--- config.mk ---
export PLATFORM = sky130hd
export DESIGN_NAME = micro_sequencer
export DESIGN_NICKNAME = d
export VERILOG_FILES = /design/src/rtl/micro_sequencer.sv
export SDC_FILE = /design/constraint.sdc
export NUM_CORES = 1
export LEC_CHECK = 0
export ABC_AREA = 1
export CAP_MARGIN = 30
export CORE_MARGIN = 3
export CORE_UTILIZATION = 39
export DETAILED_ROUTE_END_ITERATION = 10
export HOLD_SLACK_MARGIN = 0.03
export MAX_ROUTING_LAYER = met4
export PLACE_DENSITY = 0.76
export SLEW_MARGIN = 5
export SYNTH_ARGS = -nofsm -noshare
export SYNTH_HDL_FRONTEND = slang
export SYNTH_SLANG_ARGS = --single-unit
--- constraint.sdc ---
create_clock -name clk -period 1.7 [get_ports clk]
set_input_delay 0.34 -clock clk [delete_from_list [all_inputs] [get_ports clk]]
set_output_delay 0.34 -clock clk [all_outputs]
set_load 0.005 [all_outputs]
--- src/rtl/micro_sequencer.sv ---
// Microprogrammed control unit for the multicycle RV32 core: owns the micro-PC,
// the 11-entry control store, next-address selection, memory stall and illegal-op trap.
module micro_sequencer #(
    parameter logic [3:0] TRAP_ADDR = 4'hF
) (
    input  logic       clk,
    input  logic       reset_n,
    input  logic [6:0] op,
    input  logic       zero,
    input  logic       mem_ready,
    output logic [3:0] upc,
    output logic       mem_req,
    output logic       ir_write,
    output logic       mem_write,
    output logic       reg_write,
    output logic       pc_write,
    output logic       adr_src,
    output logic [1:0] result_src,
    output logic [1:0] alu_src_a,
    output logic [1:0] alu_src_b,
    output logic [1:0] alu_op,
    output logic       illegal,
    output logic       instr_done
);

    typedef enum logic [3:0] {
        S_FETCH  = 4'd0,
        S_DECODE = 4'd1,
        S_MEMADR = 4'd2,
        S_MEMRD  = 4'd3,
        S_MEMWB  = 4'd4,
        S_MEMWR  = 4'd5,
        S_EXECR  = 4'd6,
        S_ALUWB  = 4'd7,
        S_EXECI  = 4'd8,
        S_JAL    = 4'd9,
        S_BEQ    = 4'd10,
        S_TRAP   = TRAP_ADDR
    } state_e;

    typedef enum logic [2:0] {NX_SEQ, NX_D1, NX_D2, NX_FETCH, NX_WB, NX_TRAP} nxt_e;

    typedef struct packed {
        logic [1:0] src_a;
        logic [1:0] src_b;
        logic [1:0] aluop;
        logic [1:0] result;
        logic       adr_src;
        logic       ir_write;
        logic       pcupd;
        logic       mem_write;
        logic       reg_write;
        logic       branch;
        logic       mem;
        nxt_e       nxt;
    } ctrl_t;

    localparam logic [6:0] OP_R    = 7'b0110011;
    localparam logic [6:0] OP_I    = 7'b0010011;
    localparam logic [6:0] OP_JAL  = 7'b1101111;
    localparam logic [6:0] OP_BEQ  = 7'b1100011;
    localparam logic [6:0] OP_LW   = 7'b0000011;
    localparam logic [6:0] OP_SW   = 7'b0100011;

    state_e state, state_n;
    ctrl_t  cw;
    logic   gate;

    always_ff @(posedge clk or negedge reset_n) begin
        if (!reset_n) begin
            state   <= S_FETCH;
            illegal <= 1'b0;
        end else begin
            state   <= state_n;
            illegal <= illegal | (state_n == S_TRAP);
        end
    end

    // Control store; anything not listed (trap and encodings 11-14) is all-zero and traps.
    always_comb begin
        cw     = '0;
        cw.nxt = NX_TRAP;
        case (state)
            S_FETCH:  begin cw.result = 2'b10; cw.src_b = 2'b10; cw.ir_write = 1'b1;
                            cw.pcupd = 1'b1; cw.mem = 1'b1; cw.nxt = NX_SEQ; end
            S_DECODE: begin cw.src_a = 2'b01; cw.src_b = 2'b01; cw.nxt = NX_D1; end
            S_MEMADR: begin cw.src_a = 2'b10; cw.src_b = 2'b01; cw.nxt = NX_D2; end
            S_MEMRD:  begin cw.adr_src = 1'b1; cw.mem = 1'b1; cw.nxt = NX_SEQ; end
            S_MEMWB:  begin cw.result = 2'b01; cw.reg_write = 1'b1; cw.nxt = NX_FETCH; end
            S_MEMWR:  begin cw.adr_src = 1'b1; cw.mem_write = 1'b1; cw.mem = 1'b1;
                            cw.nxt = NX_FETCH; end
            S_EXECR:  begin cw.src_a = 2'b10; cw.aluop = 2'b10; cw.nxt = NX_SEQ; end
            S_ALUWB:  begin cw.reg_write = 1'b1; cw.nxt = NX_FETCH; end
            S_EXECI:  begin cw.src_a = 2'b10; cw.src_b = 2'b01; cw.aluop = 2'b10; cw.nxt = NX_WB; end
            S_JAL:    begin cw.src_a = 2'b01; cw.src_b = 2'b10; cw.pcupd = 1'b1; cw.nxt = NX_WB; end
            S_BEQ:    begin cw.src_a = 2'b10; cw.aluop = 2'b01; cw.branch = 1'b1; cw.nxt = NX_FETCH; end
            default:  ;
        endcase
    end

    // Memory states stall until mem_ready; non-memory states never wait.
    assign gate = !cw.mem || mem_ready;

    always_comb begin
        state_n = state;
        case (cw.nxt)
            NX_SEQ:   state_n = state_e'(state + 4'd1);
            NX_D1: begin
                case (op)
                    OP_R:         state_n = S_EXECR;
                    OP_I:         state_n = S_EXECI;
                    OP_JAL:       state_n = S_JAL;
                    OP_BEQ:       state_n = S_BEQ;
                    OP_LW, OP_SW: state_n = S_MEMADR;
                    default:      state_n = S_TRAP;
                endcase
            end
            NX_D2: begin
                case (op)
                    OP_LW:   state_n = S_MEMRD;
                    OP_SW:   state_n = S_MEMWR;
                    default: state_n = S_TRAP;
                endcase
            end
            NX_FETCH: state_n = S_FETCH;
            NX_WB:    state_n = S_ALUWB;
            default:  state_n = S_TRAP;
        endcase
        if (!gate) state_n = state;
    end

    // Strobes are masked by reset_n so an async reset kills any in-flight write at once.
    assign upc        = state;
    assign mem_req    = reset_n & cw.mem;
    assign ir_write   = reset_n & gate & cw.ir_write;
    assign mem_write  = reset_n & gate & cw.mem_write;
    assign reg_write  = reset_n & cw.reg_write;
    assign pc_write   = reset_n & ((gate & cw.pcupd) | (cw.branch & zero));
    assign adr_src    = cw.adr_src;
    assign result_src = cw.result;
    assign alu_src_a  = cw.src_a;
    assign alu_src_b  = cw.src_b;
    assign alu_op     = cw.aluop;
    assign instr_done = reset_n & gate & (cw.nxt == NX_FETCH);

endmodule

==> results of run 1 <==
logic make-up after synthesis:
| family | Yosys count | synth area share [%] |
|---|---|---|
| adders and majority gates | 4 | 6.28 |
| buffers and inverters | 28 | 13.7 |
| DFF | 5 | 15.7 |
| xor gates and xnor gates | 2 | 2.20 |
| and+or+nand+nor | 84 | 53.5 |
| AOI/OAI and AO/OA | 11 | 8.63 |
metrics by stage:
stage | util (%) | hold slack (ns) | cells
after CTS | 95.9 | 0.464 | 252
after detailed placement | 82.7 | 0.456 | 235
after global placement | 82.7 | 0.446 | 235
after floorplan | - | 0.0444 | 134
what timing repair did:
action | in CTS
gates cloned | 0
endpoints found under the setup margin | 21
gates resized for setup | 107
setup buffers | 13
pin swaps | 19
==> run metrics, run 1 <==
outcome=aborted with a tool error; H-tree levels=1; I/O Pins=31; root buffer cell=clkbuf_4; worst setup endpoint GRT=instr_done; top_reg_cell synth=dfrtp_1; GP Congestion=0.952; Synth top cells by count=nand2_1, inv_1, nor2_1; cell taking the most area after synthesis=dfrtp_1; Area contributors post-synth=dfrtp_1, nand2_1, inv_1; Async SR Flop Fraction=100%; worst-path endpoint category=primary output; post-synth cell types=24; DP Area=0.00151 mm²; CTS max path bufs=2; pre-CTS worst setup slack=-0.582 ns; chip width=51.2 µm; Starting Density=43.8%; port bufs=30; largest net degree at the start of global routing=8; die height=51.2 µm; CTS Buf Count=3; Synth top area share=15.7%; last step reached=5_1_grt; Mapped Nets=149; Seq/Total Area, Yosys=15.7%; Synth Instances=134; clock sinks=5; most numerous cell in the Yosys netlist=nand2_1; Placement Rows=15; cts hold-fix bufs=0; #FFs+latches synth=5; hpwl dp=2580 µm; error msg=[ERROR DPL-0038] Utilization greater than 100%, impossible to legalize; number of synthesized flops with an enable pin=0; Yosys warnings=0; Post-Syn Area per Cell=5.95 µm²; cell area after synthesis=797 µm²
==> run 2: changes to the inputs <==
--- a/config.mk
+++ b/config.mk
@@ -7,12 +7,10 @@
 export LEC_CHECK = 0
 export ABC_AREA = 1
 export CAP_MARGIN = 30
-export CORE_MARGIN = 3
-export CORE_UTILIZATION = 39
+export CORE_AREA = 3 3 64 66
 export DETAILED_ROUTE_END_ITERATION = 10
-export HOLD_SLACK_MARGIN = 0.03
-export MAX_ROUTING_LAYER = met4
-export PLACE_DENSITY = 0.76
+export DIE_AREA = 0 0 67 69
+export PLACE_DENSITY_LB_ADDON = 0.15
 export SLEW_MARGIN = 5
 export SYNTH_ARGS = -nofsm -noshare
 export SYNTH_HDL_FRONTEND = slang
==> constraint.sdc (replaced) <==
create_clock -name clk -period 2.2 [get_ports clk]
set_input_delay 0.44 -clock clk [delete_from_list [all_inputs] [get_ports clk]]
set_output_delay 0.44 -clock clk [all_outputs]
set_load 0.005 [all_outputs]
==> run 2 against run 1 <==
The flow now finishes without violations. Synthesized area unchanged. Synthesized cell count unchanged.
==> run metrics, run 2 <==
outcome=completed (was aborted with a tool error); chip width=67 µm (was 51.2 µm); most frequent cells in the layout=buf_4, nand2_1, inv_1; Synth top area share=15.7% (unchanged); Least-Margin Pin Slew=0.346 ns; CP endpoint kind=output port; layout cells sized above 1=51.5%; Worst Hold Class=flop to flop; root buffer cell=clkbuf_8 (was clkbuf_4); wire per inst=11.7 µm; clock sinks=5 (unchanged); GRT Total Usage=13.8%; GP Congestion=0.880 (was 0.952); H-tree levels=1 (unchanged); CTS max path bufs=2 (unchanged); Starting Density=21.9% (was 43.8%); setup tns final=0 ns; most common cell after layout, fill and taps aside=buf_4; slew margin rel.=76.9%; Die Footprint=0.00462 mm²; Synth Instances=134 (unchanged); Post-DRT Antenna Nets=0; final setup fails=0; TritonCTS clock tree=yes; gr ovfl total=0; Yosys warnings=0 (unchanged); number of global-route vias before repair=1206; clk_lat worst skew=0.22 ns; Iteration-0 DRC Markers=50; # DRC=0; R2R Setup Slk=0.15 ns; Routed WL=3220 µm; Psw=1120 µW; Max Freq=456 MHz; WS Path Type=flop to output port; leakage power figure=0.000990 µW; switching share of power=44.7%; Synth Area in XOR/XNOR=2.20% (unchanged); Async SR Flop Fraction=100% (unchanged); Max-Cap Viols=0; first-pass GRT wire length=5110 µm; Mapped Nets=149 (unchanged); final hold vios=0; most numerous cell in the Yosys netlist=nand2_1 (unchanged); RSZ-0062 raised after global routing=true; Seq/Total Area, Yosys=15.7% (unchanged); CP Data Arrival Time=1.75 ns; Tcrit/Tclk final=99.8%; post-synthesis mux area share=0% (unchanged); Layout Cells excl Fill=275; Crit Path Max Fanout=5; clock power share=6.6%; Worst Skew=0.00104 ns; post-route minimum period=2.19 ns; hpwl dp=2480 µm (was 2580 µm); power share of the combinational group=84.3%; dpl cells=261 (was 235); largest net degree at the start of global routing=8; Cell Pwr Density=1380 mW/mm²; Area growth, synth to finish=127%; Post-Synth Adder-Cell Area=6.28% (unchanged); Layout Nets=243; Worst-path clk slew=0.03 ns; Power Internal=1390 µW; Compound-Gate Fraction of Synth Area=8.63% (unchanged); Reg2Reg Depth=15; CP startpoint kind=flop; max reg flops=4; Critical Path RT=1.76 ns; hold depth=2; number of synthesized flops with an enable pin=0 (unchanged); #FFs+latches synth=5 (unchanged); antenna violations before repair=0; Vias/cell=4.42; n_diodes=0; overall power=2510 µW; cell area after synthesis=797 µm² (unchanged); post-synth cell types=24 (unchanged); main combinational cell family by area after synthesis=simple AND/OR/NAND/NOR gates (unchanged); via count=1215; I/O Pins=31 (unchanged); hold path endpoint=illegal; drt pass-1 iters=6; maximum vdd drop=478 µV; pins over their slew limit=0; Simple-Gate Fraction of Synth Area=53.5% (unchanged); Synth top cells by count=nand2_1, inv_1, nor2_1 (unchanged); CTS Buf Count=3 (unchanged); multi-input logic area=709 µm²; Seq pwr share=9.1%; cts hold-fix bufs=0 (unchanged); Post-Syn Area per Cell=5.95 µm² (unchanged); top_reg_cell synth=dfrtp_1 (unchanged); die height=69 µm (was 51.2 µm); hold wc startpoint=illegal; port bufs=30 (unchanged); Placement Rows=22 (was 15); reg2reg start=upc[0]; fin util=49.9%; Core Area=0.00363 mm²; Area contributors post-synth=dfrtp_1, nand2_1, inv_1 (unchanged); reg-to-reg endpoint=illegal; filler cell count=370; Reg area=129 µm²; cell taking the most area after synthesis=dfrtp_1 (unchanged)
==> run 2: cell counts after synthesis <==
Identical to the previous run, type by type.
==> run 2: layout make-up <==
cell class                      count  share of cell area, %
Clock buffer                        4                   2.49
Tap cell                           48                   3.31
Sequential cell                     5                   7.11
Inverter                           27                   6.01
Timing Repair Buffer               90                   41.9
Multi-Input combinational cell    101                   39.2
==> run 2: worst max path at each step <==
stage,startpoint,to,cells past startpoint
floorplan,upc[0],instr_done,11
global placement,upc[0],instr_done,9
detailed placement,upc[0],instr_done,12
CTS,upc[1],mem_write,12
global route,upc[0],instr_done,12
finish,upc[0],instr_done,10
==> run 2: power by group through the flow <==
| stage | registers (µW) | clock network [µW] | logic (µW) |
|---|---|---|---|
| detailed placement | 198 | 0 | 1740 |
| global placement | 194 | 0 | 1720 |
| floorplan | 186 | 0 | 781 |
| CTS | 216 | 171 | 1930 |
| finish | 228 | 166 | 2110 |
| global route | 239 | 178 | 2300 |
==> run 2: timing repair <==
action / 4_1_cts / 5_1_grt
setup endpoints to repair: 13 / 6
pin swaps: 4 / 9
gates resized for setup: 50 / 30
buffers inserted: 7 / 3
gates cloned: 0 / 0
==> run 2: cell families (layout without fill, tap and decap cells) <==
kind of cell | Yosys count | after routing
AO/OA/AOI/OAI | 11 | 11
XOR/XNOR | 2 | 2
adder cells (fa/ha/maj) | 4 | 4
buffers and inverters | 28 | 121
flip-flops | 5 | 5
AND/OR/NAND/NOR | 84 | 84
==> run 2: routing by layer <==
layer	vias to the layer above	track usage [%]	part of all wire [%]
li1	621	-	-
met1	552	15.5	39
met2	36	25.3	55
met3	6	0.489	4.1
met4	0	6.76	1.9
met5	-	0	0
==> run 2: worst max-delay path, cell delays in order, from the launching register on <==
cell	delay, ns
dfrtp_2	0.45
buf_6	0.13
ha_4	0.14
nand3_4	0.08
buf_6	0.14
nand2_4	0.06
nor2_2	0.04
nand2_2	0.07
inv_2	0.04
nor4_2	0.23
buf_2	0.15
==> run 2: through the flow <==
step	cell area (µm²)	setup WS, ns	hold slack, ns
2_1_floorplan	797	0.151	0.144
3_3_place_gp	1530	-0.234	0.450
3_5_place_dp	1530	-0.300	0.454
4_1_cts	1710	-0.0362	0.464
5_1_grt	1810	-0.116	0.499
6_report	1810	0.00531	0.459
(Power assumes the default switching activity.)
==> run 3: changes to the inputs <==
--- a/config.mk
+++ b/config.mk
@@ -5,7 +5,6 @@
 export SDC_FILE = /design/constraint.sdc
 export NUM_CORES = 1
 export LEC_CHECK = 0
-export ABC_AREA = 1
 export CAP_MARGIN = 30
 export CORE_AREA = 3 3 64 66
 export DETAILED_ROUTE_END_ITERATION = 10
==> run 3 against run 2 <==
Clock power about the same. Largest power group is now the clock network. Largest cell class is now multi-input gates. First-iteration DRC count up 4.0%. The run now ends with negative setup slack left. Cell count fell by 12%. Worst hold slack improved by 0.0098 ns. Critical path depth is 3 lower. Fmax fell by 5.4%. Critical endpoint is now alu_src_b[1].
==> run metrics, run 3 <==
clock power share=53.8% (was 6.6%); I/O Pins=31 (unchanged); CP startpoint kind=flop (unchanged); H-tree levels=1 (unchanged); Worst Hold Class=flop to flop (unchanged); Post-DRT Antenna Nets=0 (unchanged); CP peak stage delay=0.48 ns (was 0.45 ns); final hold vios=0 (unchanged); Die Footprint=0.00462 mm² (unchanged); TritonCTS clock tree=yes (unchanged); filler cell count=393 (was 370); number of synthesized flops with an enable pin=0 (unchanged); worst-path cell chain=inv_2, ha_4, buf_6, nand2b_1, a21oi_2, buf_4, clkdlybuf4s50_1 (was buf_6, ha_4, nand3_4, buf_6, nand2_4, nor2_2, nand2_2, inv_2, nor4_2, buf_2); die height=69 µm (unchanged); Async SR Flop Fraction=100% (unchanged); CTS Buf Count=3 (unchanged); Critical Path RT=1.76 ns (about the same); clk_lat worst skew=0.22 ns (about the same); global route hottest layer=met2 (unchanged); antenna violations before repair=0 (unchanged); failing checks=negative setup slack; most common cell after layout, fill and taps aside=buf_4 (unchanged); Crit path buffers/inverters=4 (unchanged); post-route minimum period=2.32 ns (was 2.19 ns); Synth Instances=118 (was 134); Area contributors post-synth=dfrtp_1, a21oi_1, ha_1 (was dfrtp_1, nand2_1, inv_1); Worst Skew=0.000317 ns (was 0.00104 ns); Tcrit/Tclk final=105% (was 99.8%); Iteration-0 DRC Markers=52 (was 50); outcome=complete, but fails checks (was completed); wire per inst=14.2 µm (was 11.7 µm); routing usage on met2=25.4% (was 25.3%); WS Path Type=flop to output port (unchanged); Layout Nets=210 (was 243); CTS max path bufs=2 (unchanged); Starting Density=23.9% (was 21.9%); drt pass-1 iters=4 (was 6); Synth top cells by count=a21oi_1, nand2_1, o21ai_0 (was nand2_1, inv_1, nor2_1); n_diodes=0 (unchanged); number of global-route vias before repair=1225 (was 1206); switching share of power=19.5% (was 44.7%); Power Internal=247 µW (was 1390 µW); # DRC=0 (unchanged); Max-Cap Viols=0 (unchanged); pins over their slew limit=0 (unchanged); post-synth cell types=46 (was 24); Cell Pwr Density=181 mW/mm² (was 1380 mW/mm²); WHS=0.469 ns (was 0.459 ns); Core Area=0.00363 mm² (unchanged); most numerous cell in the Yosys netlist=a21oi_1 (was nand2_1); maximum vdd drop=371 µV (was 478 µV); root buffer cell=clkbuf_8 (unchanged); leakage power figure=0.000766 µW (was 0.000990 µW); max reg flops=4 (unchanged); Routed WL=3450 µm (was 3220 µm); GRT Total Usage=14.9% (was 13.8%); final setup fails=7 (was 0); Psw=59.9 µW (was 1120 µW); CP endpoint kind=output port (unchanged); Least-Margin Pin Slew=0.337 ns (was 0.346 ns); hpwl dp=2550 µm (was 2480 µm); Yosys warnings=0 (unchanged); top_reg_cell synth=dfrtp_1 (unchanged); met3 global-route usage=1.14% (was 0.489%); GP Congestion=0.910 (was 0.880); slew margin rel.=77.2% (was 76.9%); Max Freq=431 MHz (was 456 MHz); layout cells sized above 1=44.8% (was 51.5%); most frequent cells in the layout=buf_4, clkdlybuf4s50_1, a21oi_1 (was buf_4, nand2_1, inv_1); Area growth, synth to finish=94.7% (was 127%); CP max-delay cell=clkdlybuf4s50_1 (was dfrtp_2); clock sinks=5 (unchanged); Mapped Nets=133 (was 149); fin util=46.5% (was 49.9%); Worst-path clk slew=0.03 ns (about the same); Vias/cell=4.99 (was 4.42); critical path's top delay family=buffers and inverters (was simple AND/OR/NAND/NOR gates); RSZ-0062 raised after global routing=true (unchanged); #FFs+latches synth=5 (unchanged); chip width=67 µm (unchanged); port bufs=30 (unchanged); Placement Rows=22 (unchanged); cell taking the most area after synthesis=dfrtp_1 (unchanged); largest net degree at the start of global routing=15 (was 8); gr ovfl total=0 (unchanged); Seq/Total Area, Yosys=14.4% (was 15.7%); Worst Slack Setup Final=-0.120 ns (was 0.00531 ns); Synth top area share=14.4% (was 15.7%); overall power=307 µW (was 2510 µW); power share of the combinational group=16.0% (was 84.3%); cell area after synthesis=868 µm² (was 797 µm²); Crit Path Max Fanout=14 (was 5); Seq pwr share=30.2% (was 9.1%); via count=1208 (was 1215); first-pass GRT wire length=5620 µm (was 5110 µm); CP Data Arrival Time=1.88 ns (was 1.75 ns); pre-CTS worst setup slack=-0.289 ns (was -0.300 ns); Post-Syn Area per Cell=7.36 µm² (was 5.95 µm²); met1 global-route usage=20.2% (was 15.5%); cts hold-fix bufs=0 (unchanged)
[run 3: cell types whose count changed in the layout (fill, tap and decap cells not counted), sizes merged, moves of 6 or more]
cell / previous run / this run
a21oi: 4 / 12
nand3: 14 / 4
nor2b: 1 / 7
nand2: 35 / 9
buf: 64 / 55
inv: 27 / 4
nor2: 23 / 7
o21ai: 2 / 8
[run 3: power by group through the flow]
stage	combinational [µW]	clock, µW	sequential, µW
after CTS	47.8	172	92.5
after detailed placement	46.9	0	93.6
after global routing	52.3	182	92.4
after global placement	46.4	0	93.6
after floorplan	8.72	0	93.7
final	49.0	165	92.6
[run 3: layout make-up]
| class | count | area, µm² | area share, % |
|---|---|---|---|
| inverters | 4 | 15.0 | 0.888 |
| multi-input cells | 100 | 777 | 46.0 |
| repair buffers | 81 | 667 | 39.5 |
| flip-flops and latches | 5 | 126 | 7.48 |
| well taps | 48 | 60.1 | 3.55 |
| clock buffers | 4 | 45.0 | 2.66 |
[run 3: per-layer routing]
layer  share of wire [%]  wire length [µm]
met1                  46              1590
met4                0.90                31
met5                   0                 0
met2                  49              1690
met3                 4.0               137
[run 3: logic make-up after synthesis]
logic type | after synthesis | synth area share, %
and+or+nand+nor | 53 | 36.5
AOI/OAI and AO/OA | 41 | 31.8
buffers and inverters | 13 | 9.36
DFF | 5 | 14.4
adders and majority gates | 4 | 5.76
xor gates and xnor gates | 1 | 1.01
muxes | 1 | 1.15
[run 3: what timing repair did]
action,in CTS,in global routing
gates resized for setup,48,14
pin swaps,7,7
setup buffers,8,2
endpoints found under the setup margin,17,15
[run 3: final timing paths]
kind | from | endpoint | slack (ns) | cells after the start
max | upc[1] | alu_src_b[1] | -0.12 | 7
max in group asynchronous | reset_n | upc[3] | 1.26 | 3
max reg2reg | upc[0] | illegal | -0.09 | 9
min in group asynchronous | reset_n | upc[3] | 0.81 | 3
min | illegal | illegal | 0.47 | 1
min reg2reg | illegal | illegal | 0.47 | 1
[run 3: worst reg2reg max path, cell delays in order (launching register included)]
cell     delay, ns
dfrtp_1       0.41
ha_1          0.22
or2_1         0.24
mux2i_1       0.20
or3_4         0.19
buf_4         0.11
buf_4         0.13
nand2_2       0.07
o32a_1        0.37
a41o_1        0.23
[run 3: stage by stage]
| stage | cell area (µm²) | instances | setup TNS, ns |
|---|---|---|---|
| global route | 1690 | 242 | -1.18 |
| global placement | 1480 | 229 | -1.30 |
| CTS | 1640 | 241 | -0.479 |
| detailed placement | 1480 | 229 | -1.39 |
| floorplan | 868 | 118 | 0 |
| finish | 1690 | 242 | -0.483 |
==> run 4: changes to the inputs <==
--- a/config.mk
+++ b/config.mk
@@ -6,9 +6,9 @@
 export NUM_CORES = 1
 export LEC_CHECK = 0
 export CAP_MARGIN = 30
-export CORE_AREA = 3 3 64 66
+export CORE_AREA = 2 2 63 65
 export DETAILED_ROUTE_END_ITERATION = 10
-export DIE_AREA = 0 0 67 69
+export DIE_AREA = 0 0 65 67
 export PLACE_DENSITY_LB_ADDON = 0.15
 export SLEW_MARGIN = 5
 export SYNTH_ARGS = -nofsm -noshare
==> run 4 against run 3 <==
The run still ends with negative setup slack left. Total power down 0.69%. First-iteration DRC count is 40% lower. Non-clock buffer count rose by 9. Setup slack better by 0.042 ns. Critical endpoint is now ir_write. Highest routed layer unchanged.
==> run metrics, run 4 (same netlist as run 3, synthesis figures left out) <==
I/O Pins=31 (unchanged); RSZ-0062 raised after global routing=true (unchanged); Worst Skew=0.00103 ns (was 0.000317 ns); outcome=complete, but fails checks (unchanged); chip width=65 µm (was 67 µm); drt pass-1 iters=4 (unchanged); Starting Density=24.1% (was 23.9%); Placement Rows=22 (unchanged); Layout Nets=219 (was 210); Crit Path Max Fanout=3 (was 14); Die Footprint=0.00436 mm² (was 0.00462 mm²); port bufs=30 (unchanged); dpl cells=224 (was 229); reg2reg start=upc[1] (was upc[0]); setup tns final=-0.216 ns (was -0.483 ns); WHS=0.459 ns (was 0.469 ns); pre-CTS worst setup slack=-0.318 ns (was -0.289 ns); Layout Cells excl Fill=251 (was 242); WS Path Type=flop to output port (unchanged); # DRC=0 (unchanged); die height=67 µm (was 69 µm); H-tree levels=1 (unchanged); antenna violations before repair=0 (unchanged); Critical Path RT=1.76 ns (about the same); Iteration-0 DRC Markers=31 (was 52); cts hold-fix bufs=0 (unchanged); leakage power figure=0.000908 µW (was 0.000766 µW); failing checks=negative setup slack (unchanged); CTS Buf Count=3 (unchanged); wire length on met3=113 µm (was 137 µm); Cell Pwr Density=169 mW/mm² (was 181 mW/mm²); max reg flops=4 (unchanged); via count=1196 (was 1208); top layer in use=met4 (unchanged); crit path launch=upc[1] (unchanged); Vias/cell=4.76 (was 4.99); hold wc startpoint=illegal (unchanged); DP Area=0.00145 mm² (was 0.00148 mm²); final hold vios=0 (unchanged); CP startpoint kind=flop (unchanged); final setup fails=4 (was 7); CP endpoint kind=output port (unchanged); most common cell after layout, fill and taps aside=buf_4 (unchanged); Core Area=0.00361 mm² (was 0.00363 mm²); largest net degree at the start of global routing=20 (was 15); clk_lat worst skew=0.22 ns (about the same); n_diodes=0 (unchanged); first-pass GRT wire length=5260 µm (was 5620 µm); most frequent cells in the layout=buf_4, clkdlybuf4s50_1, a21oi_1 (unchanged); Max Freq=439 MHz (was 431 MHz); Worst-path clk slew=0.03 ns (about the same); filler cell count=356 (was 393); clock sinks=5 (unchanged); Post-DRT Antenna Nets=0 (unchanged); CTS max path bufs=2 (unchanged); root buffer cell=clkbuf_8 (unchanged); slew margin rel.=75.9% (was 77.2%); post-route cell area=0.00181 mm² (was 0.00169 mm²); post-route minimum period=2.28 ns (was 2.32 ns); CP Data Arrival Time=1.84 ns (was 1.88 ns); Tcrit/Tclk final=104% (was 105%); Least-Margin Pin Slew=0.361 ns (was 0.337 ns); layout cells sized above 1=47.8% (was 44.8%); pins over their slew limit=0 (unchanged); GRT Total Usage=15.4% (was 14.9%); Area growth, synth to finish=108% (was 94.7%); hpwl dp=2370 µm (was 2550 µm); number of global-route vias before repair=1160 (was 1225); gr ovfl total=0 (unchanged); Worst Hold Class=flop to flop (unchanged); Worst Slack Setup Final=-0.0776 ns (was -0.120 ns); maximum vdd drop=313 µV (was 371 µV); Routed WL=3320 µm (was 3450 µm); wire per inst=13.2 µm (was 14.2 µm); wl on met1=1490 µm (was 1590 µm); TritonCTS clock tree=yes (unchanged); GP Congestion=0.831 (was 0.910); metal2 WL=1670 µm (was 1690 µm); Max-Cap Viols=0 (unchanged)
==> run 4: changes by cell type in the layout (fill, tap and decap cells not counted), moves of 2 or more <==
cell	delta
o31ai_1	+2
o31ai_2	-2
dlymetal6s2s_1	+6
buf_12	+3
clkdlybuf4s50_1	-2
nor2b_2	-2
dlygate4sd2_1	-4
buf_4	+6
==> run 4: metrics by stage <==
stage / utilization, % / power, µW
global placement: 40.3 / 139
CTS: 45.9 / 309
global route: 50.1 / 327
finish: 50.1 / 305
detailed placement: 40.3 / 139
floorplan: - / 102
==> run 4: worst max-delay path, stage by stage, from the launching register on <==
cell	delay [ns]
dfrtp_1	0.41
inv_2	0.11
ha_4	0.15
or2_4	0.11
mux2i_2	0.07
or3_4	0.34
buf_6	0.13
and3_1	0.17
buf_2	0.12
==> run 4: path summary, 6_finish.rpt <==
kind / end / slack (ns) / cells after the start
worst min register to register: illegal / 0.46 / 1
worst max-delay path: ir_write / -0.08 / 8
min in group asynchronous: upc[3] / 0.73 / 3
worst max register to register: illegal / -0.04 / 10
worst min-delay path: illegal / 0.46 / 1
max in group asynchronous: upc[0] / 1.34 / 3
==> run 4: timing repair <==
item | 4_1_cts | 5_1_grt
pin swaps | 7 | 10
gates resized for setup | 44 | 22
setup endpoints to repair | 18 | 17
setup buffers | 15 | 11
endpoints found under the hold margin | 0 | 0
cloned | 1 | 0
==> run 4: layout make-up <==
cell class | count | area [µm²] | area share, %
Timing Repair Buffer | 90 | 786 | 43.5
Multi-Input combinational cell | 100 | 773 | 42.8
Tap cell | 48 | 60.1 | 3.32
Sequential cell | 5 | 128 | 7.06
Inverter | 4 | 15.0 | 0.831
Clock buffer | 4 | 45.0 | 2.49
==> run 4: power breakdown <==
part	switching [µW]	internal, µW	total [µW]
Clock	41.7	124	166
Combinational	16.8	29.5	46.3
Sequential	0	92.5	92.5
==> run 4: metal layers <==
metal  vias up  track usage (%)
li1        613                -
met1       556             18.7
met2        23             28.1
met3         4             1.52
met4         0             5.32
met5         -                0
